## config.mk

```make
export PLATFORM = sky130hd
export DESIGN_NAME = fp_normalizer
export DESIGN_NICKNAME = d
export VERILOG_FILES = /design/src/rtl/fp_norm_pkg.sv /design/src/rtl/lopd_8bit.sv /design/src/rtl/fp_normalizer.sv
export SDC_FILE = /design/constraint.sdc
export NUM_CORES = 1
export LEC_CHECK = 0
export ABC_AREA = 1
export CAP_MARGIN = 30
export CORE_MARGIN = 3
export CORE_UTILIZATION = 53
export CTS_CLUSTER_SIZE = 20
export DETAILED_ROUTE_END_ITERATION = 8
export PLACE_DENSITY = 0.82
export SLEW_MARGIN = 20
export SYNTH_ARGS = -nofsm -noshare
export SYNTH_HDL_FRONTEND = slang
export SYNTH_SLANG_ARGS = --single-unit
```

## constraint.sdc

```tcl
create_clock -name i_clk -period 4.5 [get_ports i_clk]
set_clock_uncertainty 0.2 [all_clocks]
set_input_delay 0.9 -clock i_clk [delete_from_list [all_inputs] [get_ports i_clk]]
set_output_delay 0.9 -clock i_clk [all_outputs]
set_load 0.02 [all_outputs]
```

## src/rtl/fp_norm_pkg.sv

```systemverilog
// Shared types and default widths for the floating-point mantissa normalizer.
package fp_norm_pkg;
  localparam int DEF_MANT_W = 24;
  localparam int DEF_EXP_W  = 8;
  localparam int CHUNK_W    = 8;

  typedef enum logic [1:0] {IDLE, SHIFT, DONE} state_t;
endpackage

```

## src/rtl/lopd_8bit.sv

```systemverilog
// Leading-one position detector for one byte: pos is the bit index of the highest set bit.
module lopd_8bit (
  input  logic [7:0] data,
  output logic [2:0] pos,
  output logic       zero
);
  always_comb begin
    pos = '0;
    for (int i = 0; i < 8; i++)
      if (data[i]) pos = 3'(i);
    zero = (data == '0);
  end
endmodule

```

## src/rtl/fp_normalizer.sv

```systemverilog
// Iterative mantissa normalizer: shifts up to one byte per cycle, clamping at the subnormal boundary.
module fp_normalizer
  import fp_norm_pkg::*;
#(
  parameter int MANT_W = DEF_MANT_W,
  parameter int EXP_W  = DEF_EXP_W
) (
  input  logic                      i_clk,
  input  logic                      i_rst_n,
  input  logic                      i_valid,
  output logic                      o_ready,
  input  logic [MANT_W-1:0]         i_mant,
  input  logic [EXP_W-1:0]          i_exp,
  output logic                      o_valid,
  input  logic                      i_ready,
  output logic [MANT_W-1:0]         o_mant,
  output logic [EXP_W-1:0]          o_exp,
  output logic [$clog2(MANT_W):0]   o_shamt,
  output logic                      o_zero,
  output logic                      o_denorm
);
  localparam int SH_W = $clog2(MANT_W) + 1;

  state_t             state, state_nx;
  logic [MANT_W-1:0]  mant_q, mant_nx;
  logic [EXP_W-1:0]   exp_q, exp_nx, exp_m1;
  logic [SH_W-1:0]    shamt_q, shamt_nx;
  logic               zero_q, zero_nx, denorm_q, denorm_nx;

  logic [2:0]         lead_pos;
  logic               top_zero, clamp;
  logic [3:0]         s, sh;
  logic [EXP_W+3:0]   s_ext, lim_ext;

  lopd_8bit u_lopd (
    .data (mant_q[MANT_W-1 -: CHUNK_W]),
    .pos  (lead_pos),
    .zero (top_zero)
  );

  // Compare s against exp-1 in a widened domain so neither side truncates.
  always_comb begin
    s       = top_zero ? 4'd8 : (4'd7 - {1'b0, lead_pos});
    exp_m1  = exp_q - EXP_W'(1);
    s_ext   = (EXP_W+4)'(s);
    lim_ext = {4'b0, exp_m1};
    clamp   = (s_ext > lim_ext);
    sh      = clamp ? lim_ext[3:0] : s;
  end

  always_comb begin
    state_nx  = state;
    mant_nx   = mant_q;
    exp_nx    = exp_q;
    shamt_nx  = shamt_q;
    zero_nx   = zero_q;
    denorm_nx = denorm_q;
    case (state)
      IDLE: if (i_valid) begin
        mant_nx   = i_mant;
        exp_nx    = i_exp;
        shamt_nx  = '0;
        zero_nx   = 1'b0;
        denorm_nx = 1'b0;
        if (i_mant == '0) begin
          exp_nx   = '0;
          zero_nx  = 1'b1;
          state_nx = DONE;
        end else if (i_exp == '0) begin
          denorm_nx = 1'b1;
          state_nx  = DONE;
        end else begin
          state_nx = SHIFT;
        end
      end
      SHIFT: begin
        mant_nx  = mant_q << sh;
        shamt_nx = shamt_q + SH_W'(sh);
        if (clamp) begin
          exp_nx    = '0;
          denorm_nx = 1'b1;
          state_nx  = DONE;
        end else begin
          exp_nx = exp_q - EXP_W'(s);
          if (!top_zero) state_nx = DONE;
        end
      end
      DONE: if (i_ready) state_nx = IDLE;
      default: state_nx = IDLE;
    endcase
  end

  always_ff @(posedge i_clk or negedge i_rst_n) begin
    if (!i_rst_n) begin
      state    <= IDLE;
      mant_q   <= '0;
      exp_q    <= '0;
      shamt_q  <= '0;
      zero_q   <= 1'b0;
      denorm_q <= 1'b0;
    end else begin
      state    <= state_nx;
      mant_q   <= mant_nx;
      exp_q    <= exp_nx;
      shamt_q  <= shamt_nx;
      zero_q   <= zero_nx;
      denorm_q <= denorm_nx;
    end
  end

  assign o_ready  = (state == IDLE);
  assign o_valid  = (state == DONE);
  assign o_mant   = mant_q;
  assign o_exp    = exp_q;
  assign o_shamt  = shamt_q;
  assign o_zero   = zero_q;
  assign o_denorm = denorm_q;
endmodule

```

==> flow_metrics.tcl <==
set metrics [dict create \
    synthXorXnorAreaFrac_pct 0.901 \
    worst_pin_slew_ns 0.869 \
    synth_area_um2 3890 \
    synth_edf_count 0 \
    setup_tns_ns 0 \
    routed-wl-met2_um 5920 \
    cts-htree-levels 2 \
    r2r_slack_ns 0.40 \
    crit_chain "nor2_1, o21ai_0, a21oi_1, ha_1, nand2_1, nand2_1, a21oi_1, nor2_4, nand3_4, nand2_4, nand2_8, ha_1, inv_1, fa_1, nor2_1, o21ai_0, a21oi_1, mux2_2, inv_1" \
    regToRegStartpoint "o_mant[19]" \
    synth_area_leader_cell "dfrtp_1" \
    critPathArrivalTime_ns 4.15 \
    min_period_over_period_pct 91.0 \
    endpoint_kind "flop" \
    grt_pass1_vias 4414 \
    ant_nets 0 \
    power_density_nw_per_um2 791 \
    netlist_instances 606 \
    antenna_found_initial 0 \
    yosysWarnings 0 \
    yosys-top-cells-area "dfrtp_1 (27%), nand3_1 (18%), nand2_1 (15%)" \
    whs_endpoint "o_mant[0]" \
    worst_path_max_delay_cell "dfrtp_1" \
    viasPerCell 5.88 \
    rsz0062_at_grt "false" \
    cts_tree "done" \
    relSlewSlack_pct 42.0 \
    timing.fmax_mhz 244 \
    fillers 651 \
    drtPass1Iterations 7 \
    critical_path.max_stage_delay_ns 0.46 \
    whs_path_depth 1 \
    slew_violations 0 \
    grt_util_all_layers_pct 31.3 \
    synth_fa_ha_area_share_pct 5.21 \
    ios 78 \
    hold_path.class "reg2reg" \
    required_ns 4.55 \
    die-area_um2 8400 \
    maxCapViolCount 0 \
    synth_top_flop_cell "dfrtp_1" \
    fp.dieW_um 91.7 \
    wl_per_cell_um 16.6 \
    path_common_cell "a21oi_1" \
    clkSinkCount 42 \
    drive_gt1_share_pct 5.76 \
    area_growth_pct 24.6 \
    core-area_um2 6940 \
    leakagePower_nw 2.31 \
    utilization_pct 69.8 \
    synth_top_area_share_pct 27.0 \
    grt_first_pass_wirelength_um 21400 \
    place.gp.congestion 0.951 \
    cp_top_family "simple AND/OR/NAND/NOR gates" \
    syn_avg_cell_area_um2 6.42 \
    cp_num_buf_inv 2 \
    path_max_fanout 19 \
    m1WireLength_um 5340 \
    r2r_cells 19 \
    clockRootBuffer "clkbuf_8" \
    final_cell_mix "nand2_1 (155), nand3_1 (137), clkdlybuf4s50_1 (76)" \
    clock_path_buffers 2 \
    hpwl_um 9840 \
    ys_types 47 \
    clk_pin_slew_ns 0.09 \
    crit_type "reg2reg" \
    die_h_um 91.7 \
    grt_overflow 0 \
    crit_path_start_kind "flop" \
    drc_errors 0 \
    synth_seq_cells 42 \
    mostFrequentLayoutCell "nand2_1" \
    syn-num-nets 657 \
    status "finished, final reports clean" \
    vias 4544 \
    antenna_cells 0 \
    drtIter0Drc 555 \
    synth_simple_gate_area_share_pct 43.3 \
    drt_wl_total_um 12900 \
    async_reset_ff_share_pct 100 \
    clock_latency_ns 0.30 \
    portBuffers 77 \
    numCtsBuffers 5 \
    fin_nets 727 \
    ys_seq_area_share_pct 27.0 \
    synth_mux_area_share_pct 0.290 \
    hold_viol 0 \
    grt_max_degree 41 \
    maxUsedRoutingLayer "met4" \
    synth_top_family_by_area "simple AND/OR/NAND/NOR gates" \
    wl_met3_um 1200 \
    crit_path_start "o_mant[19]" \
    initial_core_util_pct 56.0 \
    p_total_mw 3.83 \
    synth-compound-area-share_pct 13.0 \
    r2r_end "o_shamt[4]" \
    peakVddDrop_uv 456 \
    finalSetupViolations 0 \
    period_minus_slack_ns 4.10 \
    row_count 30 \
    min_from "o_mant[0]" \
]
-- flip-flops by register name (all words and copies together) (netlist names) --
signal / flops
o_mant: 24
o_exp: 8
o_shamt: 6
state: 2
o_denorm: 1
o_zero: 1
-- area by class of cell --
| type | instances | area (um2) | area share, % |
|---|---|---|---|
| multi-input combinational | 465 | 2450 | 50.5 |
| clock inverter | 2 | 12.5 | 0.258 |
| timing repair buffer | 86 | 846 | 17.5 |
| clock buffer | 6 | 82.6 | 1.70 |
| inverter | 76 | 285 | 5.89 |
| sequential | 42 | 1050 | 21.7 |
| tap | 96 | 120 | 2.48 |
-- logic make-up after synthesis --
| kind of cell | Yosys count |
|---|---|
| simple gates | 364 |
| buf+inv | 99 |
| compound gates | 81 |
| flops | 42 |
| fa+ha+maj | 15 |
| xor+xnor | 4 |
| mux | 1 |
-- cell usage after synthesis (3+ instances only) --
cell type	instances
nand2_1	155
buf_2	11
a21oi_1	12
o21ai_1	4
o21ai_0	26
xor2_1	3
nor2_4	5
nand3_1	137
nor4_1	8
nor2_1	38
ha_1	13
dfrtp_1	42
nand4_1	5
nor2_2	3
a31oi_1	10
a22oi_1	15
inv_1	72
clkbuf_1	8
-- what timing repair did --
action / 4_1_cts / 5_1_grt
hold buffers: 0 / 0
gates resized for setup: 0 / 1
endpoints found under the setup margin: 0 / 1
setup buffers: 0 / 0
-- through the flow --
| step | cells | instance area [um2] | hold WS [ns] | worst slack [ns] |
|---|---|---|---|---|
| floorplan | 606 | 3890 | 0.352 | 0.732 |
| global placement | 764 | 4720 | 0.309 | 0.588 |
| detailed placement | 765 | 4740 | 0.313 | 0.410 |
| CTS | 773 | 4840 | 0.338 | 0.387 |
| global route | 773 | 4850 | 0.382 | 0.0260 |
| finish | 773 | 4850 | 0.337 | 0.403 |
-- where the power goes --
group	switching [mW]	internal, mW	total (mW)
sequential	0.189	0.558	0.747
clock	0.141	0.124	0.265
combinational	1.79	1.03	2.82
total	2.12	1.71	3.83
-- how the worst max path moves through the flow --
stage | end | slack [ns] | cells after the start
2_1_floorplan | o_shamt[4] | 0.73 | 20
3_3_place_gp | o_shamt[4] | 0.59 | 18
3_5_place_dp | o_shamt[4] | 0.41 | 19
4_1_cts | o_shamt[4] | 0.39 | 19
5_1_grt | o_shamt[4] | 0.03 | 20
6_report | o_shamt[4] | 0.40 | 19
-- routing by layer --
metal	global-route usage, %	vias to the layer above
met5	0	-
met1	40.9	2071
met3	5.99	37
li1	-	2180
met2	50.3	256
met4	13.6	0
No activity file was read; power rests on OpenSTA's default activity.
